[config.mk]
export PLATFORM = sky130hd
export DESIGN_NAME = ring_phase_monitor
export DESIGN_NICKNAME = d
export VERILOG_FILES = /design/src/rtl/ring_pkg.sv /design/src/rtl/ring_onehot_decode.sv /design/src/rtl/ring_phase_monitor.sv
export SDC_FILE = /design/constraint.sdc
export NUM_CORES = 1
export LEC_CHECK = 0
export CAP_MARGIN = 40
export CELL_PAD_IN_SITES_DETAIL_PLACEMENT = 0
export CELL_PAD_IN_SITES_GLOBAL_PLACEMENT = 2
export CORE_ASPECT_RATIO = 2
export CORE_MARGIN = 1
export CORE_UTILIZATION = 30
export CTS_CLUSTER_SIZE = 30
export DETAILED_ROUTE_END_ITERATION = 8
export GPL_TIMING_DRIVEN = 0
export HOLD_SLACK_MARGIN = 0.06
export PLACE_DENSITY = 0.84
export SLEW_MARGIN = 10
export SYNTH_ARGS = -nofsm -noshare
export SYNTH_HDL_FRONTEND = slang
export SYNTH_SLANG_ARGS = --single-unit
[constraint.sdc]
create_clock -name clk -period 2.86 [get_ports clk]
set_input_delay 0.715 -clock clk [delete_from_list [all_inputs] [get_ports clk]]
set_output_delay 0.715 -clock clk [all_outputs]
set_load 0.005 [all_outputs]
[src/rtl/ring_pkg.sv]
// Shared definitions for the ring counter checker: FSM encoding, default ring
// length and the rotation that predicts the next legal ring state.
package ring_pkg;

   localparam int RING_WIDTH = 4;

   typedef enum logic [1:0] {
      ST_IDLE   = 2'd0,
      ST_LOCKED = 2'd1,
      ST_FAULT  = 2'd2
   } ring_state_t;

   // Rotate the low w bits of v right by one; bit 0 wraps to bit w-1.
   // Bits above w-1 must be zero on entry.
   function automatic logic [31:0] rotr(input logic [31:0] v, input int unsigned w);
      return (v >> 1) | ({31'b0, v[0]} << (w - 1));
   endfunction

endpackage

[src/rtl/ring_onehot_decode.sv]
// Combinational classifier for a ring sample: all-zero, one-hot, and the
// phase index of the set bit (0 for MSB, WIDTH-1 for LSB).
module ring_onehot_decode
   import ring_pkg::*;
#(
   parameter int WIDTH = RING_WIDTH,
   parameter int IDX_W = $clog2(WIDTH)
) (
   input  logic [WIDTH-1:0] ring_in,
   output logic             is_zero,
   output logic             is_onehot,
   output logic [IDX_W-1:0] idx
);

   logic [IDX_W-1:0] contrib [WIDTH];

   // Each set bit contributes its phase number; only meaningful when one-hot.
   for (genvar gi = 0; gi < WIDTH; gi++) begin : g_idx
      assign contrib[gi] = ring_in[gi] ? IDX_W'(WIDTH - 1 - gi) : '0;
   end

   always_comb begin
      idx = '0;
      for (int i = 0; i < WIDTH; i++) begin
         idx = idx | contrib[i];
      end
   end

   assign is_zero   = (ring_in == '0);
   assign is_onehot = !is_zero && ((ring_in & (ring_in - WIDTH'(1))) == '0);

endmodule

[src/rtl/ring_phase_monitor.sv]
// Checks a one-hot ring counter against its legal rotation, decodes the phase,
// counts revolutions and keeps a sticky, saturating error record.
module ring_phase_monitor
   import ring_pkg::*;
#(
   parameter int WIDTH = RING_WIDTH,
   parameter int REV_W = 8,
   parameter int ERR_W = 4
) (
   input  logic                     clk,
   input  logic                     reset,
   input  logic                     enable,
   input  logic [WIDTH-1:0]         ring_in,
   input  logic                     clear_err,
   output logic [$clog2(WIDTH)-1:0] phase_idx,
   output logic                     phase_valid,
   output logic                     locked,
   output logic                     rev_tick,
   output logic [REV_W-1:0]         rev_count,
   output logic                     err_illegal,
   output logic [ERR_W-1:0]         err_count
);

   localparam int IDX_W = $clog2(WIDTH);

   ring_state_t      state_reg;
   logic [WIDTH-1:0] prev_reg;
   logic [IDX_W-1:0] phase_idx_reg;
   logic             locked_reg;
   logic             rev_tick_reg;
   logic [REV_W-1:0] rev_count_reg;
   logic             err_illegal_reg;
   logic [ERR_W-1:0] err_count_reg;

   logic             is_zero;
   logic             is_onehot;
   logic [IDX_W-1:0] dec_idx;
   logic [WIDTH-1:0] expected;
   logic [ERR_W-1:0] err_count_next;

   ring_onehot_decode #(.WIDTH(WIDTH), .IDX_W(IDX_W)) u_decode (
      .ring_in   (ring_in),
      .is_zero   (is_zero),
      .is_onehot (is_onehot),
      .idx       (dec_idx)
   );

   assign expected = WIDTH'(rotr(32'(prev_reg), WIDTH));

   // A clear in the same cycle as an error restarts the count from this event.
   always_comb begin
      err_count_next = err_count_reg;
      if (clear_err)
         err_count_next = ERR_W'(1);
      else if (err_count_reg != '1)
         err_count_next = err_count_reg + ERR_W'(1);
   end

   always_ff @(posedge clk) begin
      if (reset) begin
         state_reg       <= ST_IDLE;
         prev_reg        <= '0;
         phase_idx_reg   <= '0;
         locked_reg      <= 1'b0;
         rev_tick_reg    <= 1'b0;
         rev_count_reg   <= '0;
         err_illegal_reg <= 1'b0;
         err_count_reg   <= '0;
      end else begin
         rev_tick_reg <= 1'b0;

         if (clear_err) begin
            err_illegal_reg <= 1'b0;
            err_count_reg   <= '0;
            if (state_reg == ST_FAULT) begin
               state_reg  <= ST_IDLE;
               locked_reg <= 1'b0;
            end
         end

         // Later assignments below override the clear when an error lands too.
         if (enable) begin
            unique case (state_reg)
               ST_IDLE: begin
                  if (is_onehot) begin
                     state_reg     <= ST_LOCKED;
                     locked_reg    <= 1'b1;
                     prev_reg      <= ring_in;
                     phase_idx_reg <= dec_idx;
                  end else if (!is_zero) begin
                     state_reg       <= ST_FAULT;
                     err_illegal_reg <= 1'b1;
                     err_count_reg   <= err_count_next;
                  end
               end
               ST_LOCKED: begin
                  if (ring_in == expected) begin
                     prev_reg      <= ring_in;
                     phase_idx_reg <= dec_idx;
                     if (prev_reg[0]) begin
                        rev_tick_reg  <= 1'b1;
                        rev_count_reg <= rev_count_reg + REV_W'(1);
                     end
                  end else if (is_zero) begin
                     state_reg  <= ST_IDLE;
                     locked_reg <= 1'b0;
                  end else begin
                     state_reg       <= ST_FAULT;
                     locked_reg      <= 1'b0;
                     err_illegal_reg <= 1'b1;
                     err_count_reg   <= err_count_next;
                  end
               end
               ST_FAULT: begin
                  if (is_zero)
                     state_reg <= ST_IDLE;
               end
               default: begin
                  state_reg  <= ST_IDLE;
                  locked_reg <= 1'b0;
               end
            endcase
         end
      end
   end

   assign phase_idx   = phase_idx_reg;
   assign phase_valid = locked_reg;
   assign locked      = locked_reg;
   assign rev_tick    = rev_tick_reg;
   assign rev_count   = rev_count_reg;
   assign err_illegal = err_illegal_reg;
   assign err_count   = err_count_reg;

endmodule

==> After elaboration in Yosys (flattened, before gate mapping) <==
Index checks and enable logic that the tools add are counted.
{ "op_classes": {"n_addsub": 3, "multipliers": 0, "n_div": 0, "magnitude_cmp": 0, "n_eq_ne": 6, "n_shift": 0, "mux": 39, "n_bitwise": 7, "n_reduce_logical": 9} }
{ "op_table": {"columns": ["op", "count"], "rows": [
  ["$mux W4", 9],
  ["$mux W2", 12],
  ["$pmux W4 S2", 2],
  ["$mux W1", 12],
  ["$add A8 B1 Y8 const B", 1],
  ["$logic_not A4 Y1", 2],
  ["$reduce_and A4 Y1", 2],
  ["$pmux W2 S3", 1],
  ["$add A4 B1 Y4 const B", 1],
  ["$and A4 B4 Y4", 1],
  ["$eq A4 B4 Y1", 1],
  ["$ne A2 B2 Y1 const B", 2],
  ["$ne A4 B4 Y1 const B", 1],
  ["$or A2 B2 Y2", 2],
  ["$or A3 B4 Y4", 1],
  ["$pmux W2 S2", 1],
  ["$reduce_or A4 Y1", 1],
  ["$sub A4 B1 Y4 const B", 1],
  ["$not A1 Y1", 3],
  ["$pmux W1 S3", 1],
  ["$eq A2 B1 Y1 const B", 1],
  ["$eq A2 B2 Y1 const B", 1],
  ["$logic_not A2 Y1", 1],
  ["$pmux W1 S2", 1],
  ["other kinds (3)", 3]
]} }
{ "word_totals": {"reg_bits": 23, "latch_bits": 0, "mem_bits_rw": 0, "romBits": 0, "word_cells": 72, "mem_count": 0} }

==> Longest topological paths before layout <==
Gate-level depths: netlist of the first run.
{ "depth": {"depth_word": 7, "depth_mapped": 6, "mapped_depth_nobuf": 5} }

==> Modules after synthesis <==
Synthesis of the first run repeated with hierarchy kept, for this count alone.
{ "hier_totals": {"hier_cells": 143, "area_unflattened_um2": 1332.5} }
{ "modules_own_cells": {"columns": ["module", "instances", "cells_per_inst", "area_each_um2", "seq_area_each_um2"], "rows": [
  ["ring_phase_monitor", 1, 136, 1273.7, 460.4],
  ["ring_onehot_decode", 1, 7, 58.8, 0.0]
]} }

==> Worst setup path before layout of the first run <==
OpenSTA, ideal clock, no wires.
{ "synth_timing": {"path_type": "input port to flip-flop", "startpoint": "input port ring_in[0]", "endpoint": "register rev_count_reg[7], in the netlist rev_count[7]", "arrival_time_ns": 2.317, "required_ns": 2.737, "path_slack_ns": 0.420, "cell_stages": 6, "path_buffers": 1, "path_cell_list": "buf_2 xor2_1 nor4_4 nand3_4 nor4_2 mux2_1"} }
{ "synth_via": {"elab_chain_len": 2} }
{ "synth_lines": {"columns": ["element", "line_no", "rtl"], "rows": [
  ["from (decl)", "ring_phase_monitor.sv:13", "input logic [WIDTH-1:0] ring_in,"],
  ["$eq A4 B4 Y1", "ring_phase_monitor.sv:97", "if (ring_in == expected) begin"],
  ["$reduce_and A4 Y1 (no source line)", null, null],
  ["to (signal assigned)", "ring_phase_monitor.sv:102", "rev_count_reg <= rev_count_reg + REV_W'(1);"],
  ["to (decl)", "ring_phase_monitor.sv:31", "logic [REV_W-1:0] rev_count_reg;"]
]} }
Every way passes these cells.
A chain may end at the register's enable or synchronous reset.

==> Worst setup path after layout of the first run <==
{ "layout_timing": {"startpoint": "input port ring_in[3]", "endpoint": "register rev_count_reg[7], in the netlist rev_count[7]"} }
Same word-level chain as after synthesis.

==> qor.txt, run 1 <==
status: finished, final reports clean
total clock sinks: 23
H-tree levels: 1
WL per Instance: 14.3 microns
Mapped Nets: 164
antenna violations before repair: 0
die area: 0.00471 sq mm
clock buffer depth: 2
ys flop type: dfxtp_1
Ant. Diodes: 0
DR pass1 iterations: 4
worst hold path class: flip-flop to flip-flop
Async SR Flop Fraction: 0%
clk_lat worst skew: 0.26 ns
post-synthesis sequential area ratio: 34.7%
clock slew at reported path FFs: 0.08 ns
highest-delay cell along the critical path: clkdlybuf4s50_1
final-report max-slew violation count: 0
Post-synth EDFFs: 0
DR iter-0 viols: 16
endpoints failing setup: 0
Post-Syn Area: 0.00133 sq mm
max-cap check violation count: 0
largest net degree at the start of global routing: 14
Final Util: 40.7%
area leader, netlist: dfxtp_1
first-pass GRT wire length: 5.47 mm
Final WS setup: 0.181 ns
DRC violations left: 0
Post-DP HPWL: 2.55 mm
Initial Util: 31.8%
count of final hold-check violations: 0
Synth area leaders: dfxtp_1, nor2_1, a21oi_1
CP Cell Sequence: clkdlybuf4s50_1, xor2_1, nor4_4, buf_4, nand3_4, nor4_2, mux2_1
RSZ-0062 raised after global routing: no
critical path class: primary input to flip-flop
Synth Area per Inst: 8.62 sq um
Critical path origin: ring_in[3]
crit end category: flip-flop
hold_sp: prev_reg[3]
clock root buffer master: clkbuf_8
number of global-route vias before repair: 1,198
Worst VDD drop: 0.224 mV
max_slew headroom: 68.1%
commonest cells after routing, fill and taps aside: dfxtp_1, clkdlybuf4s50_1, nor2_1
vias per inst: 5.37
slew of the pin with the lowest slew margin: 0.479 ns
Detail Route Antenna Nets: 0
LEAKAGE: 0.602 nW
f_max: 373 MHz
synthesized instance count: 154
post_cts resized: 0
share of cells above drive strength 1: 10.3%
clock skew after layout: 0.00237 ns
Top Ports: 26
final WL: 3.38 mm
TritonCTS clock tree: built
FF-to-FF Start: state_reg[0]
Crit path arrival time: 2.84 ns
Final #Nets: 196
vias: 1,273
data required time at the worst endpoint: 3.02 ns
number of flip-flops under the largest register name: 8
GRT Residual Overflow: 0
top cell type's share of synthesized area: 34.7%
GPL Wtd Cong: 0.822
Synth Warn #: 0
Layout area overhead: 28.0%
Num CTS Buffers: 3
Netlist cell types: 45
P per Cell Area: 403 mW/mm^2
Final min period: 2.68 ns
Hold WS: 0.487 ns
Die H: 96.1 microns
CORE AREA: 0.00417 sq mm
max incr delay on CP: 0.55 ns
gr usage total: 15.0%
TNS Setup: 0 ns
# rows: 33
CP Max Fanout: 8
# port buffers: 23
die width: 49.0 microns
Post-Place Setup Slack: -0.195 ns
critical path launch point type: primary input
Final Cycle Share: 93.7%
Seq cells post-synth: 23
## per-stage QoR
| step | cells | area [sq um] | total power, mW |
|---|---|---|---|
| 2_1_floorplan | 154 | 1330 | 0.434 |
| 3_3_place_gp | 229 | 1620 | 0.481 |
| 3_5_place_dp | 229 | 1620 | 0.484 |
| 4_1_cts | 233 | 1670 | 0.689 |
| 5_1_grt | 237 | 1700 | 0.716 |
| 6_report | 237 | 1700 | 0.685 |
## layer usage
layer	track usage (%)	vias to the layer above	wire, microns
met5	0	-	0
met4	6.62	0	82
met3	1.58	6	87
met2	29.6	27	1890
met1	15.4	621	1320
li1	-	619	-
## area by class of cell
class	instances	area, sq um
plain buffers	10	51.3
clock buffers	3	41.3
clock inverters	1	5.00
fillers	439	2470
inverters	5	18.8
multi-input cells	116	797
flip-flops and latches	23	460
well taps	52	65.1
repair buffers	27	260
## worst max-delay path, delay by kind of cell
| family | cells | cell delay, ns |
|---|---|---|
| xor+xnor | 1 | 0.25 |
| simple gates | 3 | 0.77 |
| mux | 1 | 0.34 |
| buf+inv | 2 | 0.76 |
## final timing paths
check	to	depth (start not counted)	slack, ns
setup / recovery	rev_count[7]	7	0.18
hold / removal	prev_reg[3]	2	0.49
setup reg to reg	rev_count[7]	5	0.90
hold reg to reg	prev_reg[3]	2	0.49
## where the power goes
group / switching [mW] / total, mW / internal, mW
Clock: 0.107 / 0.204 / 0.0973
Combinational: 0.0770 / 0.139 / 0.0622
Sequential: 0.00915 / 0.342 / 0.332
Total: 0.193 / 0.685 / 0.492
## synthesized netlist by cell type (all sizes together) (2+ instances only)
cell type,count
a2111oi,2
a211oi,3
a21oi,11
a311oi,2
a41oi,2
and2,2
buf,4
clkbuf,6
dfxtp,23
ha,2
inv,5
mux2,4
nand2,6
nand2b,8
nand3,6
nand4b,4
nor2,17
nor2b,5
nor3,4
nor3b,2
nor4,3
o21ai,10
or3,2
or4,2
xor2,6
## kinds of logic (layout without fill, tap and decap cells)
kind of cell	after synthesis	after routing	share of synthesized area, %
compound gates	38	38	19.5
xor+xnor	6	6	4.52
fa+ha+maj	3	3	2.64
buf+inv	15	46	5.28
flops	23	23	34.7
mux	5	5	4.15
simple gates	64	64	29.2
## repair_timing
item / CTS / global route
endpoints found under the setup margin: 0 / 1
buffers inserted: 0 / 4
hold buffers: 0 / 0
(Power assumes the default switching activity.)
==> inputs of run 2 (changes only) <==
--- a/config.mk
+++ b/config.mk
@@ -11,11 +11,12 @@
 export CORE_ASPECT_RATIO = 2
 export CORE_MARGIN = 1
 export CORE_UTILIZATION = 30
+export CTS_BUF_LIST = sky130_fd_sc_hd__clkbuf_4 sky130_fd_sc_hd__clkbuf_8 sky130_fd_sc_hd__clkbuf_16
 export CTS_CLUSTER_SIZE = 30
 export DETAILED_ROUTE_END_ITERATION = 8
 export GPL_TIMING_DRIVEN = 0
 export HOLD_SLACK_MARGIN = 0.06
-export PLACE_DENSITY = 0.84
+export PLACE_DENSITY_LB_ADDON = 0.1
 export SLEW_MARGIN = 10
 export SYNTH_ARGS = -nofsm -noshare
 export SYNTH_HDL_FRONTEND = slang
==> run 2 against run 1 <==
  * Clock-buffer cell count is the same
  * Via count shrank 2.6%
  * Sequential power is essentially flat
  * Clock power grew 2%
  * Non-clock buffer count shrank 1
  * Hold slack is essentially flat
  * Setup slack gained 0.0061 ns
  * Largest cell class unchanged
  * Largest power group unchanged
  * Highest routed layer unchanged
==> qor.txt, run 2 (same netlist as run 1, synthesis figures left out) <==
reg-to-reg setup timing slack: 0.85 ns (-0.05 ns)
Critical path origin: ring_in[3]
Initial Util: 31.8% (unchanged)
WL per Instance: 14.0 microns (-1.6%)
Post-Place Cells: 229 (unchanged)
Top Ports: 26 (unchanged)
CP endpoint: rev_count[7]
clock root buffer master: clkbuf_8
Final #Nets: 195 (-0.51%)
slew of the pin with the lowest slew margin: 0.497 ns (+0.0183 ns)
Crit path arrival time: 2.83 ns (about the same)
die width: 49.0 microns (unchanged)
vias: 1,240 (-2.6%)
Ant. Diodes: 0 (unchanged)
TritonCTS clock tree: built
P per Cell Area: 405 mW/mm^2 (+0.61%)
worst hold path class: flip-flop to flip-flop
data required time at the worst endpoint: 3.02 ns (about the same)
Detail Route Antenna Nets: 0 (unchanged)
Finished Layout Cells: 236 (-0.42%)
H-tree levels: 1 (unchanged)
endpoints failing setup: 0 (unchanged)
clock buffer depth: 2 (unchanged)
RSZ-0062 raised after global routing: no
number of global-route vias before repair: 1,147 (-4.3%)
Final Util: 40.6% (-0.18 points)
gr usage total: 15.0% (+0.043 points)
TNS Setup: 0 ns (unchanged)
LEAKAGE: 0.597 nW (-0.89%)
Post-DP HPWL: 2.58 mm (+1.4%)
Final Cycle Share: 93.5% (-0.22 points)
GRT Residual Overflow: 0 (unchanged)
Placement Cell Area: 0.00162 sq mm (unchanged)
# rows: 33 (unchanged)
CP Max Fanout: 8 (unchanged)
clock skew after layout: 0.00380 ns (+0.00142 ns)
largest net degree at the start of global routing: 14 (unchanged)
GPL Wtd Cong: 0.792 (-3.7%)
clock slew at reported path FFs: 0.09 ns (about the same)
max_slew headroom: 66.8% (-1.2 points)
Num CTS Buffers: 3 (unchanged)
Die H: 96.1 microns (unchanged)
count of final hold-check violations: 0 (unchanged)
clk_lat worst skew: 0.26 ns (about the same)
max incr delay on CP: 0.53 ns (-0.02 ns)
status: finished, final reports clean
CP Cell Sequence: clkdlybuf4s50_1, xor2_1, nor4_4, buf_4, nand3_4, nor4_2, mux2_1
final WL: 3.32 mm (-2.0%)
# port buffers: 23 (unchanged)
f_max: 374 MHz (+0.23%)
r2r endpoint: rev_count[7]
Post-Place Setup Slack: -0.212 ns (-0.0172 ns)
antenna violations before repair: 0 (unchanged)
DRC violations left: 0 (unchanged)
critical path class: primary input to flip-flop
Hold WS: 0.487 ns (+0.000440 ns)
CORE AREA: 0.00417 sq mm (unchanged)
DR iter-0 viols: 14 (-2)
final-report max-slew violation count: 0 (unchanged)
FF-to-FF Start: state_reg[0]
post_cts resized: 0 (unchanged)
first-pass GRT wire length: 5.42 mm (-1.0%)
total clock sinks: 23 (unchanged)
critical path launch point type: primary input
crit end category: flip-flop
share of cells above drive strength 1: 9.78% (-0.49 points)
Power, Total: 0.686 mW (+0.16%)
number of flip-flops under the largest register name: 8 (unchanged)
highest-delay cell along the critical path: clkdlybuf4s50_1
commonest cells after routing, fill and taps aside: dfxtp_1, clkdlybuf4s50_1, nor2_1
die area: 0.00471 sq mm (unchanged)
Worst VDD drop: 0.227 mV (+1.1%)
Final min period: 2.67 ns (-0.00615 ns)
DR pass1 iterations: 4 (unchanged)
depth of the most critical reg-to-reg path: 5 (unchanged)
post-route cell area: 0.00169 sq mm (-0.44%)
max-cap check violation count: 0 (unchanged)
Final WS setup: 0.187 ns (+0.00615 ns)
Layout area overhead: 27.4%
vias per inst: 5.25 (-2.2%)
[run 2: cell count changes in the layout (fill, tap and decap cells not counted), sizes merged]
cell,before,now
buf,8,7
[run 2: cell type report]
class	count	area (sq um)
Multi-Input combinational cell	116	797
Timing Repair Buffer	26	253
Sequential cell	23	460
Tap cell	52	65.1
Clock buffer	3	41.3
Inverter	5	18.8
Buffer	10	51.3
Fill cell	448	2480
Clock inverter	1	5.00
[run 2: worst min path at each step]
stage,from,endpoint,depth (start not counted)
after floorplan,prev_reg[1],prev_reg[1],2
after global placement,prev_reg[3],prev_reg[3],2
after detailed placement,prev_reg[1],prev_reg[1],2
after CTS,prev_reg[1],prev_reg[1],2
after global routing,prev_reg[3],prev_reg[3],2
final,prev_reg[1],prev_reg[1],2
[run 2: timing repair]
action,in CTS,in global routing
buffers inserted,0,3
hold buffers,0,0
setup endpoints to repair,0,1
[run 2: where the power goes]
part / switching [mW] / internal (mW) / total (mW)
registers: 0.00881 / 0.332 / 0.341
logic: 0.0752 / 0.0614 / 0.137
clock network: 0.111 / 0.0972 / 0.208
total: 0.195 / 0.491 / 0.686
[run 2: critical path: cells and delay by family]
kind | cells | cell delay (ns)
muxes | 1 | 0.35
buffers and inverters | 2 | 0.73
and+or+nand+nor | 3 | 0.79
xor gates and xnor gates | 1 | 0.24
[run 2: metal layers]
metal | GRT usage, % | wire length [microns] | up-vias
met2 | 30.3 | 1860 | 21
met5 | 0 | 0 | -
met3 | 1.11 | 65 | 4
li1 | - | - | 617
met4 | 4.41 | 45 | 0
met1 | 16.1 | 1340 | 598
